<file path="src/rtl/pulse_gen_seq.sv">
// Programmable pulse-train sequencer: start strobe -> R repetitions of (D low, W high).
// All outputs are registered; shadow registers hold config for the whole sequence.
module pulse_gen_seq #(
    parameter int CNT_W = 16
) (
    input  logic             clk,
    input  logic             rst_n,
    input  logic             start,
    input  logic             abort,
    input  logic [CNT_W-1:0] cfg_delay,
    input  logic [CNT_W-1:0] cfg_width,
    input  logic [CNT_W-1:0] cfg_repeat,
    output logic             pulse_out,
    output logic             busy,
    output logic             done,
    output logic [CNT_W-1:0] rep_cnt
);

    typedef enum logic [1:0] {
        IDLE,
        DELAY,
        HIGH
    } state_t;

    state_t           state_q, state_d;
    logic [CNT_W-1:0] cnt_q, cnt_d;
    logic [CNT_W-1:0] d_q, d_d;
    logic [CNT_W-1:0] w_q, w_d;
    logic [CNT_W-1:0] r_q, r_d;
    logic [CNT_W-1:0] rep_d;
    logic [CNT_W-1:0] rep_inc;
    logic             pulse_d, busy_d, done_d;

    always_ff @(posedge clk) begin
        if (!rst_n) begin
            state_q   <= IDLE;
            cnt_q     <= '0;
            d_q       <= '0;
            w_q       <= '0;
            r_q       <= '0;
            rep_cnt   <= '0;
            pulse_out <= 1'b0;
            busy      <= 1'b0;
            done      <= 1'b0;
        end else begin
            state_q   <= state_d;
            cnt_q     <= cnt_d;
            d_q       <= d_d;
            w_q       <= w_d;
            r_q       <= r_d;
            rep_cnt   <= rep_d;
            pulse_out <= pulse_d;
            busy      <= busy_d;
            done      <= done_d;
        end
    end

    always_comb begin
        state_d = state_q;
        cnt_d   = cnt_q;
        d_d     = d_q;
        w_d     = w_q;
        r_d     = r_q;
        rep_d   = rep_cnt;
        done_d  = 1'b0;
        rep_inc = rep_cnt + CNT_W'(1);

        case (state_q)
            IDLE: begin
                if (start && !abort && (cfg_width != '0)) begin
                    d_d   = cfg_delay;
                    w_d   = cfg_width;
                    r_d   = cfg_repeat;
                    rep_d = '0;
                    if (cfg_delay == '0) begin
                        state_d = HIGH;
                        cnt_d   = cfg_width - CNT_W'(1);
                    end else begin
                        state_d = DELAY;
                        cnt_d   = cfg_delay - CNT_W'(1);
                    end
                end
            end
            DELAY: begin
                if (abort) begin
                    state_d = IDLE;
                end else if (cnt_q == '0) begin
                    state_d = HIGH;
                    cnt_d   = w_q - CNT_W'(1);
                end else begin
                    cnt_d = cnt_q - CNT_W'(1);
                end
            end
            HIGH: begin
                // Abort takes priority over end-of-repetition, so rep_cnt is not bumped.
                if (abort) begin
                    state_d = IDLE;
                end else if (cnt_q == '0) begin
                    rep_d = rep_inc;
                    if ((r_q != '0) && (rep_inc == r_q)) begin
                        state_d = IDLE;
                        done_d  = 1'b1;
                    end else if (d_q == '0) begin
                        cnt_d = w_q - CNT_W'(1);
                    end else begin
                        state_d = DELAY;
                        cnt_d   = d_q - CNT_W'(1);
                    end
                end else begin
                    cnt_d = cnt_q - CNT_W'(1);
                end
            end
            default: state_d = IDLE;
        endcase

        pulse_d = (state_d == HIGH);
        busy_d  = (state_d != IDLE);
    end

endmodule
</file>
<file path="config.mk">
export PLATFORM = sky130hd
export DESIGN_NAME = pulse_gen_seq
export DESIGN_NICKNAME = d
export VERILOG_FILES = /design/src/rtl/pulse_gen_seq.sv
export SDC_FILE = /design/constraint.sdc
export NUM_CORES = 1
export LEC_CHECK = 0
export ABC_AREA = 1
export CAP_MARGIN = 30
export CORE_UTILIZATION = 50
export CTS_CLUSTER_DIAMETER = 200
export DETAILED_ROUTE_END_ITERATION = 12
export HOLD_SLACK_MARGIN = 0.08
export PLACE_DENSITY = 0.76
export SLEW_MARGIN = 20
export SYNTH_ARGS = -nofsm -noshare
export SYNTH_HDL_FRONTEND = slang
export SYNTH_SLANG_ARGS = --single-unit
</file>
<file path="constraint.sdc">
create_clock -name clk -period 2.45 [get_ports clk]
set_input_delay 0.49 -clock clk [delete_from_list [all_inputs] [get_ports clk]]
set_output_delay 0.49 -clock clk [all_outputs]
set_load 0.01 [all_outputs]
</file>
==> run summary, run 1 <==
Status: complete, no violations
Synth Net Count: 1206
Cells after Synth: 1145
Peak supply drop: 0.318 mV
Post-route insts no fill: 1474
Dpl ws: -0.239 ns
Num CTS Buffers: 9
EDFF count, synth: 0
DRT Pass-1 Iters: 7
Share of cells above drive strength 1: 12.1%
Synth cell count leaders: nand2_1 (323), nor2_1 (160), inv_1 (129), nand3_1 (125)
H-tree Lvls: 3
Fin Setup TNS: 0 ns
Clk buf depth: 2
CP max stage cell: dfxtp_1
Clk slew on worst S/H paths: 0.06 ns
Post-synth top area share: 25.8%
Core area: 12700 µm²
Die extent in y: 117 µm
Routed Antenna Nets: 0
Residual DRC: 0
Total power: 4430 µW
CTS tree: built
Die ar.: 13600 µm²
Most used cell, CP: nand2_1
Clk_lat worst skew: 0.35 ns
Nets: 1359
Via Count: 8022
Max Slew Vio Count: 0
DR WL/cell: 15.4 µm
Ys flop type: dfxtp_1
Hpwl dp: 18.1 mm
Max Clock Skew: 0.00602 ns
Final Cycle Share: 92.9%
Ranking of synthesized cells by area: dfxtp_1 (26%), nand2_1 (18%), nand3_1 (9.5%)
Top-count cell post-synth: nand2_1
Inst Count DP: 1454
Startpoint types: flip-flop
Largest net degree at the start of global routing: 48
Hold Crit Class: input port to flip-flop
Vias per std cell: 5.44
Max-cap violations: 0
Critical path capture point type: flip-flop
Worst slew pin tran: 0.646 ns
Synth Warn #: 0
1st-iter DRT viols: 703
First-pass GRT wire length: 35.9 mm
Normalized max-slew margin: 57.0%
Global Route Usage Sum: 34.7%
Post-Syn Area: 6590 µm²
Power per Cell Area: 518 nW/µm²
Worst path max stage delay: 0.33 ns
Storage cell area: 1700 µm²
Fmax: 439 MHz
Final Setup Violations: 0
Vias in the first global route: 7464
FILL cells: 1236
Async S/R FF share, synth: 0%
Synthesis-stage register bit count: 85
Row count: 41
RD Place Congestion: 0.954
Initial antenna violation count: 1
Multi-input logic area: 4290 µm²
Kind of critical path: flip-flop to flip-flop
Boundary Pins: 71
Post-synthesis sequential area ratio: 25.8%
Area delta synth->final: 29.7%
Min Tclk post-route: 2.28 ns
Post-Synthesis Mean Instance Area: 5.76 µm²
Number of diodes: 0
Grt ovf: 0
Clk sinks: 85
Arrival @ worst endpoint: 2.52 ns
CP Cell Sequence: ha_2 -> nand2_2 -> nor2_4 -> buf_12 -> nand2_1 -> nor2_2 -> xnor3_1 -> nand2_1 -> nor2_4 -> nand3_4 -> nand2_4 -> buf_12 -> nand2_1 -> nand2_1 -> nor2_1
Starting density of the core: 51.8%
Max FO, Critical Path: 16
Routed WL: 22.7 mm
Synth area leader: dfxtp_1
Root buf cell: clkbuf_16
P_leak: 0.00401 µW
Netlist cell types: 37
Fin worst setup slack: 0.173 ns
Fin. Hold Viols: 0
Port bufs: 70
Data required, critical path: 2.70 ns
Die Wd: 117 µm
[cells by family (layout without fill, tap and decap cells)]
family                   Yosys count  after routing  synth area share, %
AO/OA/AOI/OAI                    183            183                 14.4
XOR/XNOR                          32             32                 4.67
adder cells (fa/ha/maj)            9              9                 1.71
buffers and inverters            168            325                 10.0
flip-flops                        85             85                 25.8
AND/OR/NAND/NOR                  668            668                 43.4
[what timing repair did]
item                       CTS  global route
buffers inserted             0             5
resized for setup            0            18
setup endpoints to repair    0            22
hold buffers                 0             0
[worst max-delay path: cells and delay by family, from the launching register on]
kind	cells	cell delay, ns
buffers and inverters	2	0.27
DFF	1	0.33
and+or+nand+nor	11	1.17
adders and majority gates	1	0.21
xor gates and xnor gates	1	0.17
[cell type report]
type	count	share of cell area, %
Clock buffer	11	2.84
Clock inverter	4	0.571
Inverter	134	5.88
Multi-Input combinational cell	892	50.2
Sequential cell	85	19.9
Tap cell	172	2.52
Timing Repair Buffer	176	18.1
[power by group]
part,leakage (µW),internal (µW),switching [µW]
Combinational,0.00316,574,884
Sequential,0.000700,1490,101
Clock,0.000145,811,576
Total,0.00401,2870,1560
[layout by cell type, fill, tap and decap left out, types with 2 or more instances in the layout]
cell type / count
nand2_1: 323
nor2_1: 151
inv_1: 129
nand3_1: 123
buf_4: 100
a21oi_1: 85
dfxtp_1: 85
o21ai_0: 83
clkdlybuf4s50_1: 69
xor2_1: 28
nand4_1: 26
nor2_2: 12
nor2_4: 9
clkbuf_16: 9
ha_1: 8
nor3_1: 6
o211ai_1: 6
nand2_2: 5
buf_12: 4
nand3b_1: 3
nand3_2: 3
o21bai_1: 3
clkinv_1: 3
xnor2_1: 2
xnor3_1: 2
nand4_2: 2
inv_2: 2
nor4_1: 2
o22ai_1: 2
clkinv_2: 2
buf_6: 2
[per-stage QoR]
stage,utilization (%),cell area (µm²),hold WS [ns]
after global routing,67.2,8550,0.450
after detailed placement,64.0,8150,0.475
final,67.2,8550,0.405
after floorplan,-,6590,0.445
after global placement,64.0,8150,0.461
after CTS,66.3,8440,0.400
[final timing paths]
path / end / startpoint / cells after the start / slack (ns)
setup / recovery: cnt_q[12] / rep_cnt[1] / 15 / 0.17
hold / removal: w_q[5] / rst_n / 3 / 0.41
setup reg to reg: cnt_q[12] / rep_cnt[1] / 15 / 0.17
hold reg to reg: w_q[1] / w_q[1] / 2 / 0.49
[registers in the layout, indices dropped and copies added, names as in the netlist]
name / flops
busy: 1
cnt_q: 16
done: 1
w_q: 16
rep_cnt: 16
r_q: 16
pulse_out: 1
state_q: 2
d_q: 16
[per-layer routing]
metal  routed length [µm]  GRT usage [%]  up-vias
li1                     -              -     4017
met1                 9410           40.7     3552
met2                10600           59.5      365
met3                 1410           4.99       86
met4                 1260           22.6        2
met5                   13              0        -
(Power assumes the default switching activity.)
==> inputs of run 2 (changes only) <==
==> constraint.sdc (replaced) <==
create_clock -name clk -period 2.29 [get_ports clk]
set_input_delay 0.458 -clock clk [delete_from_list [all_inputs] [get_ports clk]]
set_output_delay 0.458 -clock clk [all_outputs]
set_load 0.01 [all_outputs]
==> run 2 against run 1 <==
Critical path depth decreased by 2. Sequential share of layout area decreased by 1.0 points. Largest cell class unchanged. Count of clock-buffer cells in the layout unchanged. Via count increased by 2.1%. Combinational power increased by 14%. Die area unchanged. Global-route usage increased by 1.0 points. First-iteration DRC count increased by 5.3%.
==> run summary, run 2 (synthesis results as in run 1) <==
Hold Crit Class: input port to flip-flop
Routed WL: 23.9 mm (+5.3%)
Root buf cell: clkbuf_16
Peak supply drop: 0.305 mV (-4.0%)
Fin area: 9050 µm² (+5.8%)
Via Count: 8194 (+2.1%)
Post-route insts no fill: 1501 (+1.8%)
Power per Cell Area: 566 nW/µm² (+9.1%)
Die ar.: 13600 µm² (unchanged)
Number of diodes: 0 (unchanged)
Grt met1 use: 42.5% (+1.8 points)
Final Setup Violations: 0 (unchanged)
Met2 usage in global routing: 62.3% (+2.8 points)
Routed Antenna Nets: 0 (unchanged)
Nets: 1385 (+1.9%)
Worst slew pin tran: 0.512 ns (-0.134 ns)
Die Wd: 117 µm (unchanged)
Normalized max-slew margin: 65.8% (+8.8 points)
Leading cell type in the layout, fill and taps excluded: nand2_1
Most used cell, CP: nand2_1
Reg2reg start: rep_cnt[1]
Initial antenna violation count: 0 (-1)
Max Clock Skew: 0.0119 ns (+0.00587 ns)
DR WL/cell: 16.0 µm (+3.4%)
Die extent in y: 117 µm (unchanged)
Starting density of the core: 51.8% (unchanged)
Core area: 12700 µm² (unchanged)
Hpwl dp: 18.5 mm (+2.1%)
Final Cycle Share: 97.6%
Vias in the first global route: 7413 (-0.68%)
Worst Setup SP: cfg_width[4]
Hold wc startpoint: cfg_delay[1]
CP max stage cell: clkdlybuf4s50_1
Area delta synth->final: 37.3%
Max-cap violations: 0 (unchanged)
CTS tree: built
Vias per std cell: 5.46 (+0.31%)
Fin. Hold Viols: 0 (unchanged)
Commonest non-fill, non-tap cells in the layout: nand2_1 (309), nor2_1 (135), inv_1 (129), buf_4 (123), nand3_1 (118)
Worst path max stage delay: 0.45 ns (+0.12 ns)
Data required, critical path: 2.55 ns (-0.15 ns)
1st-iter DRT viols: 740 (+5.3%)
Met3 Use GR: 5.36% (+0.36 points)
Inst Count DP: 1476 (+1.5%)
Max Slew Vio Count: 0 (unchanged)
Row count: 41 (unchanged)
Largest net degree at the start of global routing: 45 (-6.3%)
Fin Setup TNS: 0 ns (unchanged)
RD Place Congestion: 0.956 (+0.19%)
Global Route Usage Sum: 35.8% (+1.0 points)
Max FO, Critical Path: 9 (-7)
Most Crowded Layer GR: met2
Port bufs: 70 (unchanged)
First-pass GRT wire length: 37.0 mm (+2.9%)
Residual DRC: 0 (unchanged)
Clk sinks: 85 (unchanged)
Grt ovf: 0 (unchanged)
CP Cell Sequence: clkdlybuf4s50_1 -> nor4_2 -> nand3_2 -> nand2_1 -> nand2_1 -> o21ai_0 -> nor2_2 -> buf_4 -> nand2_8 -> clkbuf_16 -> nand2_1 -> nand2_1 -> nor2_1
Kind of critical path: input port to flip-flop
Cts hold-fix bufs: 0 (unchanged)
Reg2reg setup slack: 0.15 ns (-0.02 ns)
Clk slew on worst S/H paths: 0.07 ns (about the same)
Clk_lat worst skew: 0.36 ns (about the same)
Num CTS Buffers: 9 (unchanged)
Fmax: 447 MHz
Min Tclk post-route: 2.24 ns
FILL cells: 1163 (-5.9%)
Status: complete, no violations
Arrival @ worst endpoint: 2.49 ns (-0.03 ns)
Startpoint types: input port
H-tree Lvls: 3 (unchanged)
Final cell utilization of the core: 71.1% (+3.9 points)
Share of cells above drive strength 1: 17.2% (+5.2 points)
Critical path capture point type: flip-flop
DRT Pass-1 Iters: 7 (unchanged)
Clk buf depth: 2 (unchanged)
Boundary Pins: 71 (unchanged)
P_leak: 0.00425 µW (+6.0%)
DP Area: 8310 µm² (+2.0%)
==> run 2: critical path, delay by kind of cell <==
kind	cells	cell delay [ns]
AND/OR/NAND/NOR	9	1.09
AO/OA/AOI/OAI	1	0.16
buffers and inverters	3	0.78
==> run 2: metal layers <==
layer | share of wire, % | vias up
met3 | 6.9 | 83
met5 | 0 | -
met4 | 5.1 | 0
li1 | - | 4066
met2 | 48 | 375
met1 | 40 | 3670
==> run 2: report_power, final <==
| group | switching, µW | internal, µW | total [µW] |
|---|---|---|---|
| Combinational | 990 | 672 | 1660 |
| Clock | 654 | 1100 | 1750 |
| Sequential | 112 | 1590 | 1700 |
==> run 2: worst paths after layout <==
check             endpoint  depth (start not counted)
setup / recovery  cnt_q[8]                         13
hold / removal      d_q[1]                          3
setup reg to reg  cnt_q[8]                         15
hold reg to reg    w_q[15]                          2
==> run 2: area by class of cell <==
cell class | instances | area, µm² | area share (%)
well taps | 172 | 215 | 2.38
multi-input cells | 892 | 4500 | 49.7
clock inverters | 5 | 106 | 1.18
flip-flops and latches | 85 | 1710 | 18.9
clock buffers | 11 | 243 | 2.68
inverters | 134 | 503 | 5.56
repair buffers | 202 | 1780 | 19.6
==> run 2: through the flow <==
stage               setup slack, ns  total power [µW]  hold slack (ns)
floorplan                     0.135              2630            0.445
global placement             -0.349              3250            0.460
detailed placement           -0.368              3270            0.476
CTS                         0.00429              5010            0.472
global route                -0.0496              5380            0.484
finish                       0.0545              5120            0.475
==> run 2: what timing repair did <==
action,CTS,global route
cloned,0,1
endpoints found under the hold margin,0,0
gates resized for setup,3,87
endpoints found under the setup margin,10,42
buffers inserted,0,8
pin swaps,0,33
